$ cat src/rtl/mem_access.sv
// MEM stage bus controller: one SRAM-like transaction per instruction,
// load alignment/extension, and address-error reporting toward CP0.
module mem_access #(
  parameter int ADEL_BIT = 4,
  parameter int ADES_BIT = 5
) (
  input  logic        clk,
  input  logic        rst,
  input  logic        exception,
  input  logic        ex_mem_advance,
  input  logic        mem_mem_to_reg,
  input  logic        mem_ram_write_enable,
  input  logic [1:0]  mem_ls_width,
  input  logic        mem_ls_unsigned,
  input  logic [31:0] mem_ram_addr,
  input  logic [31:0] mem_ram_write_data,
  input  logic [31:0] mem_alu_data,
  input  logic [31:0] mem_exception_type_i,
  output logic        data_req,
  output logic        data_wr,
  output logic [1:0]  data_size,
  output logic [31:0] data_addr,
  output logic [31:0] data_wdata,
  input  logic        data_addr_ok,
  input  logic        data_data_ok,
  input  logic [31:0] data_rdata,
  output logic        data_stall,
  output logic [31:0] mem_wb_data,
  output logic [31:0] mem_exception_type_o,
  output logic [31:0] mem_badvaddr
);

  typedef enum logic [1:0] {IDLE, REQ, RESP, DONE} state_t;

  state_t      state;
  state_t      state_nx;
  logic        killed;
  logic [31:0] load_reg;

  logic        w_byte, w_half, w_word;
  logic        access, misalign, bad, go;
  logic        req_c, stall_c;
  logic [7:0]  lane_b;
  logic [15:0] lane_h;
  logic [31:0] wdata_c, load_c, exc_c;

  assign w_byte   = mem_ls_width == 2'd0;
  assign w_half   = mem_ls_width == 2'd1;
  assign w_word   = mem_ls_width[1];
  assign access   = mem_mem_to_reg | mem_ram_write_enable;
  assign misalign = (w_half & mem_ram_addr[0])
                  | (w_word & |mem_ram_addr[1:0]);
  assign bad      = access & misalign;
  assign go       = access & ~misalign
                  & ~|mem_exception_type_i & ~exception;

  always_ff @(posedge clk or negedge rst) begin
    if (!rst) state <= IDLE;
    else      state <= state_nx;
  end

  // The bus cannot cancel, so a flushed access is drained, then dropped.
  always_ff @(posedge clk or negedge rst) begin
    if (!rst) begin
      killed   <= 1'b0;
      load_reg <= 32'd0;
    end else begin
      if (state == RESP && data_data_ok)
        killed <= 1'b0;
      else if ((state == REQ || state == RESP) && exception)
        killed <= 1'b1;
      if (state == RESP && data_data_ok && !(killed | exception))
        load_reg <= load_c;
    end
  end

  always_comb begin
    state_nx = state;
    unique case (state)
      IDLE: if (go) state_nx = data_addr_ok ? RESP : REQ;
      REQ:  if (data_addr_ok) state_nx = RESP;
      RESP: if (data_data_ok)
              state_nx = (killed | exception) ? IDLE : DONE;
      DONE: if (ex_mem_advance | exception) state_nx = IDLE;
    endcase
  end

  always_comb begin
    req_c   = 1'b0;
    stall_c = 1'b0;
    unique case (state)
      IDLE: begin req_c = go;   stall_c = go;   end
      REQ:  begin req_c = 1'b1; stall_c = 1'b1; end
      RESP: stall_c = 1'b1;
      DONE: ;
    endcase
  end

  assign lane_b = data_rdata[{mem_ram_addr[1:0], 3'b000} +: 8];
  assign lane_h = mem_ram_addr[1] ? data_rdata[31:16]
                                  : data_rdata[15:0];

  always_comb begin
    wdata_c = mem_ram_write_data;
    load_c  = data_rdata;
    unique case (1'b1)
      w_byte: begin
        wdata_c = {4{mem_ram_write_data[7:0]}};
        load_c  = {{24{~mem_ls_unsigned & lane_b[7]}}, lane_b};
      end
      w_half: begin
        wdata_c = {2{mem_ram_write_data[15:0]}};
        load_c  = {{16{~mem_ls_unsigned & lane_h[15]}}, lane_h};
      end
      w_word: begin
        wdata_c = mem_ram_write_data;
        load_c  = data_rdata;
      end
    endcase
  end

  always_comb begin
    exc_c = mem_exception_type_i;
    if (bad & mem_mem_to_reg)
      exc_c[ADEL_BIT] = 1'b1;
    else if (bad)
      exc_c[ADES_BIT] = 1'b1;
  end

  assign data_req   = rst & req_c;
  assign data_stall = rst & stall_c;
  assign data_wr    = rst & mem_ram_write_enable;
  assign data_size  = {2{rst}} & (w_word ? 2'd2 : mem_ls_width);
  assign data_addr  = {32{rst}} & mem_ram_addr;
  assign data_wdata = {32{rst}} & wdata_c;

  assign mem_wb_data = {32{rst}} &
    ((state == DONE && mem_mem_to_reg) ? load_reg : mem_alu_data);
  assign mem_exception_type_o = {32{rst}} & exc_c;
  assign mem_badvaddr = {32{rst & bad}} & mem_ram_addr;

endmodule

$ cat config.mk
export PLATFORM = sky130hd
export DESIGN_NAME = mem_access
export DESIGN_NICKNAME = d
export VERILOG_FILES = /design/src/rtl/mem_access.sv
export SDC_FILE = /design/constraint.sdc
export NUM_CORES = 1
export LEC_CHECK = 0
export CELL_PAD_IN_SITES_DETAIL_PLACEMENT = 1
export CELL_PAD_IN_SITES_GLOBAL_PLACEMENT = 2
export CORE_ASPECT_RATIO = 1.5
export CORE_UTILIZATION = 15
export CTS_CLUSTER_DIAMETER = 80
export DETAILED_ROUTE_END_ITERATION = 7
export GPL_ROUTABILITY_DRIVEN = 0
export GPL_TIMING_DRIVEN = 1
export PLACE_DENSITY = 0.84
export SLEW_MARGIN = 0
export SYNTH_ARGS = -nofsm -noshare
export SYNTH_HDL_FRONTEND = slang
export SYNTH_SLANG_ARGS = --single-unit
$ cat constraint.sdc
create_clock -name clk -period 2.7 [get_ports clk]
set_input_delay 0.27 -clock clk [delete_from_list [all_inputs] [get_ports clk]]
set_output_delay 0.27 -clock clk [all_outputs]
set_load 0.005 [all_outputs]
Word level (Yosys, flattened, before mapping)
Cells that the tools add are included.

storage, ports and cells
  bits in registers = 35
  word-level logic and storage cells = 71
  output and inout port bits = 165
  bits of input ports = 171

operators by class
  muxes and demuxes = 19
  shift-type cells = 1
  bitwise logic cells = 26
  reduce and logical (&&, ||, !) cells = 14
  eq/ne operators = 8

operators by type and width
  cell                  count
  $pmux W32 S3          2
  $and A32 B32 Y32      5
  $mux W32              1
  $reduce_or A32 Y1     1
  $shiftx A32 B6 Y8     1
  $mux W16              1
  $mux W2               7
  $and A1 B1 Y1         13
  $ne A2 B2 Y1 const B  4
  $pmux W2 S4           1
  $mux W1               5
  $eq A2 B1 Y1 const B  2
  $eq A2 B2 Y1 const B  2
  $logic_and A1 B1 Y1   4
  $logic_not A2 Y1      2
  $or A1 B1 Y1          4
  $pmux W1 S2           2
  $reduce_and A4 Y1     1
  $reduce_or A2 Y1      2
  $not A1 Y1            3
  $and A2 B2 Y2         1
  $logic_not A1 Y1      2
  $reduce_bool A2 Y1    1
  $logic_or A1 B1 Y1    1

Longest topological paths before layout
  word-level depth = 9
  gate-level depth with buffers = 9
  gate-level depth less buffers = 7

Worst setup path after synthesis
No wires, ideal clock.

  path type = reg2reg
  from = reg state[0]
  to = reg load_reg[21]
  buffers on the path = 3
  required time = 2.575 ns
  cell stages (with the launch flop) = 10
  setup slack = 0.947 ns
  arrival time = 1.628 ns
  setup time = 0.125 ns
  period minus slack after synthesis = 1.753 ns
  cells stage by stage = dfrtp_1 > inv_1 > ha_1 > and3_1 > clkbuf_1 > o41a_1 > buf_6 > o41a_4 > buf_12 > a21oi_4

on the way
  cells in the longest elaborated chain, start to end = 3

ends and longest elaborated chain
  what                              line  RTL
  start, declared                   35    state_t state;
  start signal, assigned            59    else state <= state_nx;
  $eq A2 B2 Y1                      72    if (state == RESP && data_data_ok && !(killed | exception))
  $logic_and A1 B1 Y1 (2 in a row)  72
  end signal, assigned              73    load_reg <= load_c;
  end, declared                     38    logic [31:0] load_reg;

Every way passes these cells.
A chain may end at the register's enable or synchronous reset.

Final worst setup path
  from = in mem_ram_addr[1]
  to = out mem_badvaddr[22]

on the way
  cells in the longest elaborated chain, start to end = 6

ends and longest elaborated chain
  what              line  RTL
  start, declared   15    input logic [31:0] mem_ram_addr,
  $reduce_or A2 Y1  52    | (w_word & |mem_ram_addr[1:0]);
  $and A1 B1 Y1     52
  $or A1 B1 Y1      52
  $and A1 B1 Y1     53    assign bad = access & misalign;
  $and A1 B1 Y1     140   assign mem_badvaddr = {32{rst & bad}} & mem_ram_addr;
  $and A32 B32 Y32  140
  end, declared     30    output logic [31:0] mem_badvaddr

Every way passes these cells.

==> impl_metrics.tcl <==
set metrics [dict create \
    worst_setup_path_start_kind "input pin" \
    route.detailed.vias_per_inst 4.26 \
    final.period_utilization_pct 96.1 \
    initial_antenna_violation_count 24 \
    arrival_ns 2.33 \
    floorplan.die_area_mm2 0.0255 \
    worst_clock_skew_ns 0.00299 \
    nets 1057 \
    postSynth.asyncResetShare_pct 100 \
    cap_viol_max_count 0 \
    numCtsBuffers 5 \
    number_of_failing_hold_endpoints_at_the_final_stage 0 \
    overflow 0 \
    cp_max_fo 29 \
    synth_cells 552 \
    timing.critical_path.to_type "output port" \
    synthFlopType "sky130_fd_sc_hd__dfrtp_1" \
    cts_tree "built" \
    drt_pass1_iterations 4 \
    drive_gt1_share_pct 6.69 \
    htree_num_levels 2 \
    synth_edf_count 0 \
    detail-route-antenna-nets 0 \
    postSynthRegisterBits 35 \
    hold_class "input pin to async pin" \
    final_period_minus_worst_setup_slack_ns 2.60 \
    worstSkewPairLatency_ns 0.29 \
    first_global_vias 5388 \
    clock_sinks 35 \
    synth_area_leaders "sky130_fd_sc_hd__dfrtp_1 23%, sky130_fd_sc_hd__and2_1 12%, sky130_fd_sc_hd__nand2_1 10%" \
    criticalPathCategory "input pin to output port" \
    detailedPlacementHpwl_um 20300 \
    largest_register_ffs 32 \
    post_route_cell_area_mm2 0.00779 \
    cts.reportedPaths.clkPinSlew_ns 0.06 \
    synth-warning-count 0 \
    fp.dieH_um 195 \
    p_leak_nw 3.06 \
    library_cell_occupying_the_most_area_in_the_post_synthesis_netlist "sky130_fd_sc_hd__dfrtp_1" \
    portion_of_synthesized_cell_area_occupied_by_the_leading_cell_type_pct 23.5 \
    effective_utilization_at_floorplan_pct 15.3 \
    slew_violations 0 \
    cts_root_buffer "sky130_fd_sc_hd__clkbuf_16" \
    placement.setup.worst_slack_ns -0.118 \
    dieWidth_um 131 \
    wl_um 23500 \
    detailroute.via_count 5176 \
    transition_time_at_the_pin_with_the_least_slew_margin_ns 0.645 \
    syn-mean-instance-area_um2 6.77 \
    synthMostInstantiatedCell "sky130_fd_sc_hd__nand2_1" \
    vdd_ir_drop_max_v 0.000236 \
    rows 70 \
    route.detailed.drc 0 \
    grt_pass1_wl_um 33200 \
    postLayoutCoreUtil_pct 31.9 \
    worstPathRequired_ns 2.43 \
    max_slew_margin_pct 57.0 \
    synth-seq-area-share_pct 23.5 \
    io_buffer_count 335 \
    sum_of_negative_setup_slack_ns 0 \
    io_pins 336 \
    clock_tree.buffer_depth 2 \
    post_synth_num_cell_types 34 \
    netlist_top_cells_count "100 x sky130_fd_sc_hd__nand2_1, 73 x sky130_fd_sc_hd__and2_1, 62 x sky130_fd_sc_hd__a21oi_1" \
    route.detailed.wl_per_inst_um 19.4 \
    core_mm2 0.0244 \
    syn-cell-area_mm2 0.00373 \
    timing.final.setup_violations 0 \
    dpl-instance-area_mm2 0.00755 \
    power_per_cell_area_mw_per_mm2 415 \
    multi_input_area_mm2 0.00265 \
    flow.area_growth_from_synthesis_pct 108 \
    detail_route.iter0.violations 98 \
    fmaxAchievable_mhz 385 \
    n_fill_cell 2916 \
    postSynthNetCount 728 \
    status "finished clean" \
    gr_util_all_layers_pct 18.1 \
    grt_setup_unrepaired "no" \
    internal_reg_to_reg_setup_slack_ns 0.82 \
    seq_area_um2 876 \
    finalWorstSetupSlack_ns 0.105 \
    grt_max_degree 49 \
]
## path summary, 6_finish.rpt
kind | cells after the start | startpoint | to
hold / removal | 2 | rst | load_reg[29]
setup reg to reg | 6 | state[0] | load_reg[30]
max in group asynchronous | 4 | rst | load_reg[10]
setup / recovery | 8 | mem_ram_addr[1] | mem_badvaddr[22]
min in group clk | 4 | mem_ls_width[1] | load_reg[18]
hold reg to reg | 2 | load_reg[24] | load_reg[24]
## power by group
group	internal [W]	total, W	leakage [nW]	switching, W
Clock	0.000394	0.000635	0.0772	0.000241
Combinational	0.000908	0.00164	2.58	0.000734
Sequential	0.000796	0.000958	0.405	0.000162
## worst max-delay path, stage by stage
cell and delay [ns]:
sky130_fd_sc_hd__clkdlybuf4s50_1 0.52, sky130_fd_sc_hd__a21oi_1 0.10, sky130_fd_sc_hd__nor2_2 0.28, sky130_fd_sc_hd__buf_4 0.18
sky130_fd_sc_hd__o21ai_2 0.08, sky130_fd_sc_hd__buf_12 0.18, sky130_fd_sc_hd__nor2b_1 0.17, sky130_fd_sc_hd__clkdlybuf4s50_1 0.53
## cells by family (layout without fill, tap and decap cells)
logic type | Yosys count | count (layout) | synth area share [%]
other cells | 0 | 9 | 0
mux | 22 | 22 | 6.00
fa+ha+maj | 5 | 5 | 1.68
buf+inv | 58 | 388 | 6.53
compound gates | 130 | 130 | 22.6
simple gates | 302 | 302 | 39.8
flops | 35 | 35 | 23.5
## stage by stage
step | total power (W) | std cells | hold WS, ns
3_5_place_dp | 0.00263 | 1196 | 0.216
3_3_place_gp | 0.00259 | 1196 | 0.208
5_1_grt | 0.00349 | 1208 | 0.438
2_1_floorplan | 0.00172 | 552 | -0.0256
4_1_cts | 0.00329 | 1205 | 0.446
6_report | 0.00323 | 1215 | 0.414
## metal layers
layer,GRT usage (%),up-vias,share of wire [%]
li1,-,2486,-
met1,17.0,2374,34
met2,33.2,249,50
met3,11.0,37,15
met4,2.68,30,0.75
met5,0,-,0.79
## cell usage in the layout, fill, tap and decap left out, drive strengths merged, types with 3 or more instances in the layout
| master | Yosys | final |
|---|---|---|
| and2 | 73 | 73 |
| nor2 | 61 | 61 |
| ha | 5 | 5 |
| clkdlybuf4s50 | 0 | 331 |
| inv | 15 | 15 |
| nand2 | 100 | 100 |
| nor4 | 8 | 8 |
| mux2i | 19 | 19 |
| clkbuf | 37 | 8 |
| mux2 | 3 | 3 |
| diode | 0 | 9 |
| buf | 6 | 31 |
| nor2b | 52 | 52 |
| a21boi | 32 | 32 |
| o21ai | 12 | 12 |
| a21oi | 72 | 72 |
| a221oi | 7 | 7 |
| dfrtp | 35 | 35 |
## what timing repair did
item	in CTS	in global routing
hold endpoints to repair	4	0
buffers inserted	0	1
pin swaps	1	4
hold buffers	1	0
endpoints found under the setup margin	10	10
resized for setup	4	5
## layout make-up
| type | instances | area share [%] |
|---|---|---|
| antenna | 9 | 0.289 |
| clock buffer | 8 | 2.01 |
| inverter | 15 | 0.723 |
| multi-input combinational | 459 | 34.0 |
| sequential | 35 | 11.2 |
| tap | 324 | 5.21 |
| timing repair buffer | 365 | 46.5 |
No activity file was read; power rests on OpenSTA's default activity.
